**src/rtl/seg7_pkg.sv**
```systemverilog
// Shared constants, types and helpers for the 7-segment scan reader.
// Segment bit order is a..g from bit6 down to bit0; 1 means the segment is lit.
package seg7_pkg;

  localparam logic [6:0] SEG_0     = 7'b1111110;
  localparam logic [6:0] SEG_1     = 7'b0110000;
  localparam logic [6:0] SEG_2     = 7'b1101101;
  localparam logic [6:0] SEG_3     = 7'b1111001;
  localparam logic [6:0] SEG_4     = 7'b0110011;
  localparam logic [6:0] SEG_5     = 7'b1011011;
  localparam logic [6:0] SEG_6     = 7'b1011111;
  localparam logic [6:0] SEG_7     = 7'b1110010;
  localparam logic [6:0] SEG_8     = 7'b1111111;
  localparam logic [6:0] SEG_9     = 7'b1111011;
  localparam logic [6:0] SEG_BLANK = 7'b0000000;

  localparam logic [1:0] DIG_UNITS = 2'b01;
  localparam logic [1:0] DIG_TENS  = 2'b10;

  typedef logic [3:0] digit_t;
  localparam digit_t DIGIT_BLANK   = 4'hA;
  localparam digit_t DIGIT_INVALID = 4'hF;

  typedef enum logic {
    ST_COLLECT = 1'b0,
    ST_EMIT    = 1'b1
  } state_t;

  typedef struct packed {
    logic       err;
    logic [7:0] value;
  } frame_t;

  // A blank tens digit is a suppressed leading zero; a blank units digit is an error.
  function automatic frame_t compose(input digit_t tens, input digit_t units);
    frame_t f;
    logic [7:0] t;
    f.err   = 1'b0;
    f.value = 8'd0;
    if (units == DIGIT_BLANK || units == DIGIT_INVALID || tens == DIGIT_INVALID) begin
      f.err = 1'b1;
    end else begin
      t       = (tens == DIGIT_BLANK) ? 8'd0 : {4'd0, tens};
      f.value = t * 8'd10 + {4'd0, units};
    end
    return f;
  endfunction

endpackage

```
**src/rtl/seg7_digit_dec.sv**
```systemverilog
// Combinational 7-segment pattern to digit-code decoder.
// Unknown patterns map to DIGIT_INVALID, all-off maps to DIGIT_BLANK.
module seg7_digit_dec
  import seg7_pkg::*;
(
  input  logic [6:0] seg,
  output logic [3:0] code
);

  always_comb begin
    // NOTE: every path assigns code (default branch included), so no latch is inferred.
    case (seg)
      SEG_0:     code = 4'd0;
      SEG_1:     code = 4'd1;
      SEG_2:     code = 4'd2;
      SEG_3:     code = 4'd3;
      SEG_4:     code = 4'd4;
      SEG_5:     code = 4'd5;
      SEG_6:     code = 4'd6;
      SEG_7:     code = 4'd7;
      SEG_8:     code = 4'd8;
      SEG_9:     code = 4'd9;
      SEG_BLANK: code = DIGIT_BLANK;
      default:   code = DIGIT_INVALID;
    endcase
  end

endmodule

```
**src/rtl/seg7_scan_reader.sv**
```systemverilog
// Reads a two-digit multiplexed 7-segment bus back into a 0..99 value.
// Each digit is captured once per steady run, then the frame is offered on valid/ready.
module seg7_scan_reader
  import seg7_pkg::*;
#(
  parameter int STABLE_CYCLES = 4
) (
  input  logic       clk,
  input  logic       rst_n,
  input  logic [6:0] seg_in,
  input  logic [1:0] dig_sel,
  output logic [7:0] out_value,
  output logic       out_err,
  output logic       out_valid,
  input  logic       out_ready
);

  localparam int SW = $clog2(STABLE_CYCLES + 1);
  localparam logic [SW-1:0] STAB_MAX = SW'(STABLE_CYCLES);
  localparam logic [SW-1:0] STAB_ARM = SW'(STABLE_CYCLES - 1);

  logic [1:0]    prev_dig;
  logic [6:0]    prev_seg;
  logic [SW-1:0] stab;
  logic [SW-1:0] stab_nxt;

  digit_t units_r, tens_r, dig_code;
  logic   have_u, have_t;
  state_t state_q, state_d;
  logic   load, accept;
  frame_t frame_nxt;

  logic dig_on, same, capture, cap_u, cap_t;

  seg7_digit_dec u_dec (
    .seg  (seg_in),
    .code (dig_code)
  );

  assign dig_on  = (dig_sel == DIG_UNITS) || (dig_sel == DIG_TENS);
  assign same    = ({dig_sel, seg_in} == {prev_dig, prev_seg});
  // Firing only on the ARM->MAX step means a saturated run never re-captures.
  assign capture = dig_on && same && (stab == STAB_ARM);
  assign cap_u   = capture && (dig_sel == DIG_UNITS);
  assign cap_t   = capture && (dig_sel == DIG_TENS);

  always_comb begin
    stab_nxt = stab;
    if (!dig_on)               stab_nxt = '0;
    else if (!same)            stab_nxt = SW'(1);
    else if (stab != STAB_MAX) stab_nxt = stab + SW'(1);
  end

  always_comb begin
    state_d = state_q;
    load    = 1'b0;
    accept  = 1'b0;
    case (state_q)
      ST_COLLECT: begin
        if ((have_u || cap_u) && (have_t || cap_t)) begin
          state_d = ST_EMIT;
          load    = 1'b1;
        end
      end
      ST_EMIT: begin
        if (out_ready) begin
          state_d = ST_COLLECT;
          accept  = 1'b1;
        end
      end
      default: state_d = ST_COLLECT;
    endcase
  end

  // The digit captured on the completing edge is not yet in its register.
  assign frame_nxt = compose(cap_t ? dig_code : tens_r, cap_u ? dig_code : units_r);

  // NOTE: sequential state uses non-blocking assignments so every register
  // samples pre-edge values, independent of statement order.
  always_ff @(posedge clk) begin
    if (!rst_n) begin
      state_q <= ST_COLLECT;
    end else begin
      state_q <= state_d;
    end
  end

  // NOTE: every register, digit storage included, is reset so a frame
  // interrupted by reset cannot leak stale digits into the next one.
  always_ff @(posedge clk) begin
    if (!rst_n) begin
      prev_dig  <= 2'b00;
      prev_seg  <= SEG_BLANK;
      stab      <= '0;
      units_r   <= DIGIT_BLANK;
      tens_r    <= DIGIT_BLANK;
      have_u    <= 1'b0;
      have_t    <= 1'b0;
      out_value <= 8'd0;
      out_err   <= 1'b0;
    end else begin
      prev_dig <= dig_sel;
      prev_seg <= seg_in;
      stab     <= stab_nxt;
      if (state_q == ST_COLLECT) begin
        if (cap_u) begin
          units_r <= dig_code;
          have_u  <= 1'b1;
        end
        if (cap_t) begin
          tens_r <= dig_code;
          have_t <= 1'b1;
        end
      end
      if (accept) begin
        have_u <= 1'b0;
        have_t <= 1'b0;
      end
      if (load) begin
        out_value <= frame_nxt.value;
        out_err   <= frame_nxt.err;
      end
    end
  end

  assign out_valid = (state_q == ST_EMIT);

endmodule
```
**config.mk**
```make
export PLATFORM = sky130hd
export DESIGN_NAME = seg7_scan_reader
export DESIGN_NICKNAME = d
export VERILOG_FILES = /design/src/rtl/seg7_pkg.sv /design/src/rtl/seg7_digit_dec.sv /design/src/rtl/seg7_scan_reader.sv
export SDC_FILE = /design/constraint.sdc
export NUM_CORES = 1
export LEC_CHECK = 0
export ABC_AREA = 1
export CAP_MARGIN = 20
export CORE_MARGIN = 3
export CORE_UTILIZATION = 30
export CTS_CLUSTER_DIAMETER = 50
export DETAILED_ROUTE_END_ITERATION = 10
export PLACE_DENSITY = 0.48
export SLEW_MARGIN = 0
export SYNTH_ARGS = -nofsm -noshare
export SYNTH_HDL_FRONTEND = slang
export SYNTH_SLANG_ARGS = --single-unit
```
**constraint.sdc**
```tcl
create_clock -name clk -period 4 [get_ports clk]
set_clock_uncertainty 0.15 [all_clocks]
set_input_delay 0.4 -clock clk [delete_from_list [all_inputs] [get_ports clk]]
set_output_delay 0.4 -clock clk [all_outputs]
set_load 0.03 [all_outputs]
```
==> results of run 1 <==
[cells in the mapped netlist, types with 2 or more instances]
| cell type | instances |
|---|---|
| inv_1 | 45 |
| dfxtp_1 | 32 |
| clkbuf_1 | 4 |
| nor2_2 | 3 |
| nand2_2 | 4 |
| a21oi_1 | 24 |
| inv_2 | 10 |
| nand3_1 | 20 |
| nand4_1 | 3 |
| nor2_1 | 31 |
| nor3_4 | 2 |
| ha_1 | 11 |
| o21ai_0 | 5 |
| nand3_2 | 2 |
| clkinv_1 | 3 |
| buf_2 | 2 |
| or2_1 | 2 |
| nand2_1 | 132 |
| nand2_4 | 3 |
[area by class of cell]
class                           count  area (sq um)  area share
Clock buffer                        5          68.8      0.0256
Clock inverter                      3          23.8     0.00884
Inverter                           58           218      0.0809
Multi-Input combinational cell    260          1350       0.502
Sequential cell                    32           641       0.238
Tap cell                           96           120      0.0447
Timing Repair Buffer               27           268      0.0995
[cells by family after synthesis]
group | Yosys count | synth area share
flops | 32 | 0.286
xor+xnor | 2 | 0.00783
fa+ha+maj | 12 | 0.0705
simple gates | 208 | 0.422
buf+inv | 65 | 0.112
compound gates | 38 | 0.101
[metrics by stage]
step | total power, uW | hold slack, ns | instance area [sq um] | util | cells
floorplan | 382 | 0.280 | 2240 | - | 357
detailed placement | 407 | 0.295 | 2580 | 0.368 | 473
global route | 697 | 0.333 | 2690 | 0.383 | 481
global placement | 407 | 0.291 | 2580 | 0.368 | 473
CTS | 677 | 0.308 | 2670 | 0.381 | 481
finish | 660 | 0.304 | 2690 | 0.383 | 481
[where the power goes]
| part | switching, uW | total, uW | internal, uW |
|---|---|---|---|
| combinational | 44.7 | 71.6 | 27.0 |
| sequential | 2.88 | 327 | 324 |
| clock | 139 | 262 | 123 |
[metal layers]
metal | part of all wire | wire [microns]
met2 | 0.43 | 2080
met4 | 0.016 | 78
met3 | 0.032 | 156
met5 | 0 | 0
met1 | 0.53 | 2560
[path summary, 6_finish.rpt]
path | startpoint | to | slack, ns | cells past startpoint
worst max-delay path | dig_sel[1] | out_value[6]$_SDFFE_PN0P_ | 0.40 | 24
worst max register to register | stab[0]$_SDFFE_PN0P_ | out_value[6]$_SDFFE_PN0P_ | 0.69 | 21
worst min register to register | have_u$_SDFFE_PP0P_ | have_u$_SDFFE_PP0P_ | 0.30 | 2
worst min-delay path | have_u$_SDFFE_PP0P_ | have_u$_SDFFE_PP0P_ | 0.30 | 2
[state kept, by name (all words and copies together), names as in the netlist]
register and cells:
have_t 1, have_u 1, out_err 1, out_valid 1
out_value 8, prev_dig 2, prev_seg 7, stab 3
tens_r 4, units_r 4
[critical path, cell delays in order]
cell and delay (ns):
clkdlybuf4s50_1 0.54, inv_2 0.06, nand2_1 0.05, nand2_1 0.05
nor2_1 0.13, nand2_1 0.15, nor2_8 0.14, nand3_2 0.10
nor2_4 0.16, nand2_1 0.07, nand2_1 0.09, nor2_1 0.09
nand2_4 0.09, nand2_2 0.07, nor2_1 0.12, nor2_1 0.06
ha_1 0.23, fa_2 0.58, nand2_1 0.07, inv_1 0.07
nand3_1 0.07, nand3_1 0.07, nand3_1 0.07, a21oi_1 0.12
[cell usage in the layout, fill, tap and decap left out, types with 5 or more instances in the layout]
| cell type | instances |
|---|---|
| buf_4 | 6 |
| dfxtp_1 | 32 |
| a21oi_1 | 24 |
| nand2_1 | 132 |
| clkdlybuf4s50_1 | 16 |
| o21ai_0 | 5 |
| inv_2 | 10 |
| ha_1 | 11 |
| nand3_1 | 20 |
| inv_1 | 45 |
| clkbuf_8 | 5 |
| nor2_1 | 30 |
| dlymetal6s2s_1 | 5 |
==> run metrics, run 1 <==
row count 30; number of enable flip-flop cells after synthesis 0; pwr dens 245 nW/um^2; final setup margin 0.401 ns; Max Buffers Root-to-Sink 2; PortBufs 21; via-per-instance ratio 4.39; Root Driver clkbuf_8; GRT Overall Usage 0.127; nets 408; GR Layer Usage met2 0.193; TritonCTS Sinks 32; total negative slack 0 ns; Routability Congestion 0.874; CP Capture Type flop; MaxCap Viol Count 0; DP Wirelength 3.80 mm; GR Util met3 0.0268; endpoints failing setup 0; most crowded layer after global routing met2; GR Layer Usage met1 0.175; synth unique cells 38; Worst EP arrival 3.66 ns; post-synthesis sequential area ratio 0.286; CTS tree built; Core Region 7020 sq um; final wirelength 4.88 mm; CTS Buf Count 5; Ports 22; syn_nets 381; largest net degree at the start of global routing 19; Syn Inst Count 357; Max Slew Vio Count 0; DRT Pass-1 Iters 5; post-CTS setup buffers 0; Yosys reg bits 32; leakage 0.00139 uW; mean post-synth cell area 6.27 sq um; Slew HR 0.593; unrepaired setup endpoints after global routing no; hold_buf cts 0; crit start category primary input; final antenna-violating net count 0; synthesized area 2240 sq um; Setup WS pre-CTS 0.00679 ns; Die Y 92.4 microns; Residual DRC 0; Layout area overhead 20.2%; FFs w/ async S/R, synth 0; Fill cells 799; PostCTS Resize Cnt 0; synth top area cells dfxtp_1, nand2_1, inv_1; final hold vios 0; clk slew on worst S/H paths 0.08 ns; critical path class in2reg; worst slew pin tran 0.607 ns; Synth Warn # 0; worst-skew pair later-pin latency 0.30 ns; Max VDD drop 0.107 mV; die width 92.4 microns; vias after detailed routing 2111; Most used DFF post-synth dfxtp_1; routed length per instance 10.1 microns; number of DRC markers in iteration 0 88; Worst Hold Class reg2reg; Fmax achieved 0.278 GHz; Die Area 8530 sq um; status complete, no violations; CP Data Required Time 4.06 ns; Period minus WS final 3.60 ns; # diodes 0; Initial Utilization 0.319; fin crit share 0.900; Yosys top cell area share 0.286; worst-path maximum fanout 6; H-tree levels 2; total gr overflow 0; first-pass GRT wire length 8.76 mm; post-synth top area cell dfxtp_1; vias in the first global route 1944; fraction of layout cells with a size suffix above 1 0.119; initial antenna violation count 0
(Power assumes the default switching activity.)
==> run 2: changes to the inputs <==
--- a/config.mk
+++ b/config.mk
@@ -7,7 +7,7 @@
 export LEC_CHECK = 0
 export ABC_AREA = 1
 export CAP_MARGIN = 20
-export CORE_MARGIN = 3
+export CORE_MARGIN = 8
 export CORE_UTILIZATION = 30
 export CTS_CLUSTER_DIAMETER = 50
 export DETAILED_ROUTE_END_ITERATION = 10
@@ -15,4 +15,5 @@
 export SLEW_MARGIN = 0
 export SYNTH_ARGS = -nofsm -noshare
 export SYNTH_HDL_FRONTEND = slang
+export SYNTH_HIERARCHICAL = 1
 export SYNTH_SLANG_ARGS = --single-unit
==> run 2 against run 1 <==
Compared with the run above: synthesized cell count is 1.1% lower; first-iteration DRC count is 16% higher; via count is 0.95% lower; sequential power hardly changed; global-route usage is 2.2 points lower; design area is 3.2% higher; highest routed layer unchanged; largest cell class unchanged; critical path type unchanged; synthesized area is 2.4% higher.
==> run metrics, run 2 <==
status complete, no violations (unchanged); final wirelength 4.91 mm (was 4.88 mm); initial antenna violation count 0 (unchanged); Worst path most repeated cell nand2_1 (unchanged); most frequent cells in the layout nand2_1, inv_1, dfxtp_1 (unchanged); hold_buf cts 0 (unchanged); CP max-delay cell clkdlybuf4s50_1 (was fa_2); total negative slack 0 ns (unchanged); routed wl met3 148 microns (was 156 microns); unrepaired setup endpoints after global routing no (unchanged); DP Wirelength 3.94 mm (was 3.80 mm); Layout area overhead 21.2% (was 20.2%); Most used DFF post-synth dfxtp_1 (unchanged); top-count cell post-synth nand2_1 (unchanged); nets 410 (was 408); synthesized area 2290 sq um (was 2240 sq um); R2R depth 19 (was 21); synth top area cells dfxtp_1, nand2_1, inv_1 (unchanged); vias in the first global route 2062 (was 1944); worst slew pin tran 0.781 ns (was 0.607 ns); most common cell after layout, fill and taps aside nand2_1 (unchanged); Yosys reg bits 32 (unchanged); number of DRC markers in iteration 0 102 (was 88); max reg flops 8 (unchanged); Synth Warn # 6 (was 0); TritonCTS Sinks 32 (unchanged); Fmax achieved 0.277 GHz (was 0.278 GHz); vias after detailed routing 2091 (was 2111); number of enable flip-flop cells after synthesis 0 (unchanged); Worst Hold Class reg2reg (unchanged); Syn Inst Count 353 (was 357); Top Metal Used met4 (unchanged); Routability Congestion 0.810 (was 0.874); fraction of layout cells with a size suffix above 1 0.142 (was 0.119); Max Slew Vio Count 0 (unchanged); FFs w/ async S/R, synth 0 (unchanged); worst-path maximum fanout 8 (was 6); via-per-instance ratio 4.28 (was 4.39); Max VDD drop 0.103 mV (was 0.107 mV); leakage 0.00147 uW (was 0.00139 uW); syn_nets 377 (was 381); routed length per instance 10.0 microns (was 10.1 microns); Die Area 10700 sq um (was 8530 sq um); Period minus WS final 3.61 ns (was 3.60 ns); first-pass GRT wire length 8.95 mm (was 8.76 mm); Die Y 103 microns (was 92.4 microns); Worst EP arrival 3.67 ns (was 3.66 ns); clk slew on worst S/H paths 0.08 ns (about the same); GRT Overall Usage 0.105 (was 0.127); # diodes 0 (unchanged); crit start category primary input (unchanged); mean post-synth cell area 6.49 sq um (was 6.27 sq um); post-synth top area cell dfxtp_1 (unchanged); Core Region 7570 sq um (was 7020 sq um); MaxCap Viol Count 0 (unchanged); worst-path cell chain clkdlybuf4s50_1 > nand2_1 > nor2_1 > nand2_1 > nand3_2 > nor2_2 > nand2_2 > nand2_1 > inv_1 > nand4_1 > nand2_1 > nor2_1 > nand2_2 > nand2_2 > nor2_1 > nor2_1 > ha_1 > fa_1 > or2_1 > nand2_1 > inv_1 > nand3_1 > nand3_1 > a21oi_1 (was clkdlybuf4s50_1 > inv_2 > nand2_1 > nand2_1 > nor2_1 > nand2_1 > nor2_8 > nand3_2 > nor2_4 > nand2_1 > nand2_1 > nor2_1 > nand2_4 > nand2_2 > nor2_1 > nor2_1 > ha_1 > fa_2 > nand2_1 > inv_1 > nand3_1 > nand3_1 > nand3_1 > a21oi_1); post-synthesis sequential area ratio 0.280 (was 0.286); H-tree levels 2 (unchanged); Root Driver clkbuf_8 (unchanged); largest net degree at the start of global routing 18 (was 19); Min-Delay Path Depth 2 (unchanged); CTS tree built (unchanged); worst-skew pair later-pin latency 0.29 ns (was 0.30 ns); pwr dens 241 nW/um^2 (was 245 nW/um^2); largest registers out_value x8, prev_seg x7 (unchanged); DRT Pass-1 Iters 6 (was 5); row count 32 (was 30); Min Hold Slack 0.305 ns (was 0.304 ns); Most flops, register out_value (unchanged); endpoints failing setup 0 (unchanged); crit-path max cell delay 0.62 ns (was 0.58 ns); Max Buffers Root-to-Sink 2 (unchanged); top cells by count, synth nand2_1, inv_1, dfxtp_1, nor2_1, a21oi_1 (unchanged); Yosys top cell area share 0.280 (was 0.286); critical path class in2reg (unchanged); fin crit share 0.903 (was 0.900); Residual DRC 0 (unchanged); Ports 22 (unchanged); met1 wire length 2.52 mm (was 2.56 mm); CP Capture Type flop (unchanged); Slew HR 0.479 (was 0.593); synth unique cells 38 (unchanged); die width 103 microns (was 92.4 microns); final hold vios 0 (unchanged); CTS Buf Count 5 (unchanged); PortBufs 21 (unchanged); final antenna-violating net count 0 (unchanged); WL met2 2.19 mm (was 2.08 mm); Initial Utilization 0.303 (was 0.319); CP Data Required Time 4.06 ns (about the same); total gr overflow 0 (unchanged)
run 2: cell count changes in the layout (fill, tap and decap cells not counted), sizes merged, moves of 2 or more:
cell / before / now
inv: 55 / 69
buf: 6 / 9
nor3: 3 / 1
xnor2: 1 / 3
nand2: 139 / 108
nand3: 22 / 17
nand4: 4 / 11
xor2: 1 / 4
o21ai: 8 / 17
a21oi: 24 / 20
nor2: 36 / 41
run 2: worst paths after layout:
check | from | to | slack (ns)
max | seg_in[1] | out_value[6]$_SDFFE_PN0P_ | 0.39
min reg2reg | have_u$_SDFFE_PP0P_ | have_u$_SDFFE_PP0P_ | 0.31
min | have_u$_SDFFE_PP0P_ | have_u$_SDFFE_PP0P_ | 0.31
max reg2reg | prev_seg[4]$_SDFF_PN0_ | out_value[6]$_SDFFE_PN0P_ | 0.80
run 2: cells by family (layout without fill, tap and decap cells):
| logic type | after synthesis | after routing | share of synthesized area |
|---|---|---|---|
| simple gates | 182 | 182 | 0.382 |
| buf+inv | 76 | 110 | 0.128 |
| compound gates | 44 | 44 | 0.114 |
| flops | 32 | 32 | 0.280 |
| fa+ha+maj | 12 | 12 | 0.0688 |
| xor+xnor | 7 | 7 | 0.0268 |
run 2: area by class of cell:
type	count	area, sq um
flip-flops and latches	32	641
repair buffers	30	288
multi-input cells	245	1360
fillers	827	4790
clock buffers	5	68.8
well taps	102	128
inverters	72	272
clock inverters	3	23.8
run 2: repair_timing:
action                                  4_1_cts  5_1_grt
endpoints found under the setup margin        0        2
gates resized for setup                       0        4
endpoints found under the hold margin         0        0
buffers inserted                              0        0
run 2: critical path, delay by kind of cell:
kind	cells	cell delay [ns]
compound gates	1	0.12
fa+ha+maj	2	0.61
buf+inv	3	0.74
simple gates	18	1.82
run 2: where the power goes:
| part | total [uW] | internal [uW] | switching, uW |
|---|---|---|---|
| sequential | 327 | 324 | 3.33 |
| clock | 264 | 123 | 140 |
| combinational | 77.7 | 30.1 | 47.5 |
| total | 669 | 477 | 191 |
run 2: metal layers:
layer / GRT usage / vias to the layer above
li1: - / 1164
met1: 0.131 / 899
met2: 0.174 / 24
met3: 0.0234 / 4
met4: 0.0367 / 0
met5: 0 / -
run 2: per-stage QoR:
| stage | util | setup slack (ns) | instance area, sq um | instances | total power [uW] |
|---|---|---|---|---|---|
| floorplan | - | 0.715 | 2290 | 353 | 384 |
| global placement | 0.353 | 0.0379 | 2670 | 481 | 414 |
| detailed placement | 0.353 | 0.0153 | 2670 | 481 | 414 |
| CTS | 0.366 | 0.299 | 2770 | 489 | 686 |
| finish | 0.367 | 0.388 | 2780 | 489 | 669 |
| global route | 0.367 | 0.00747 | 2780 | 489 | 710 |
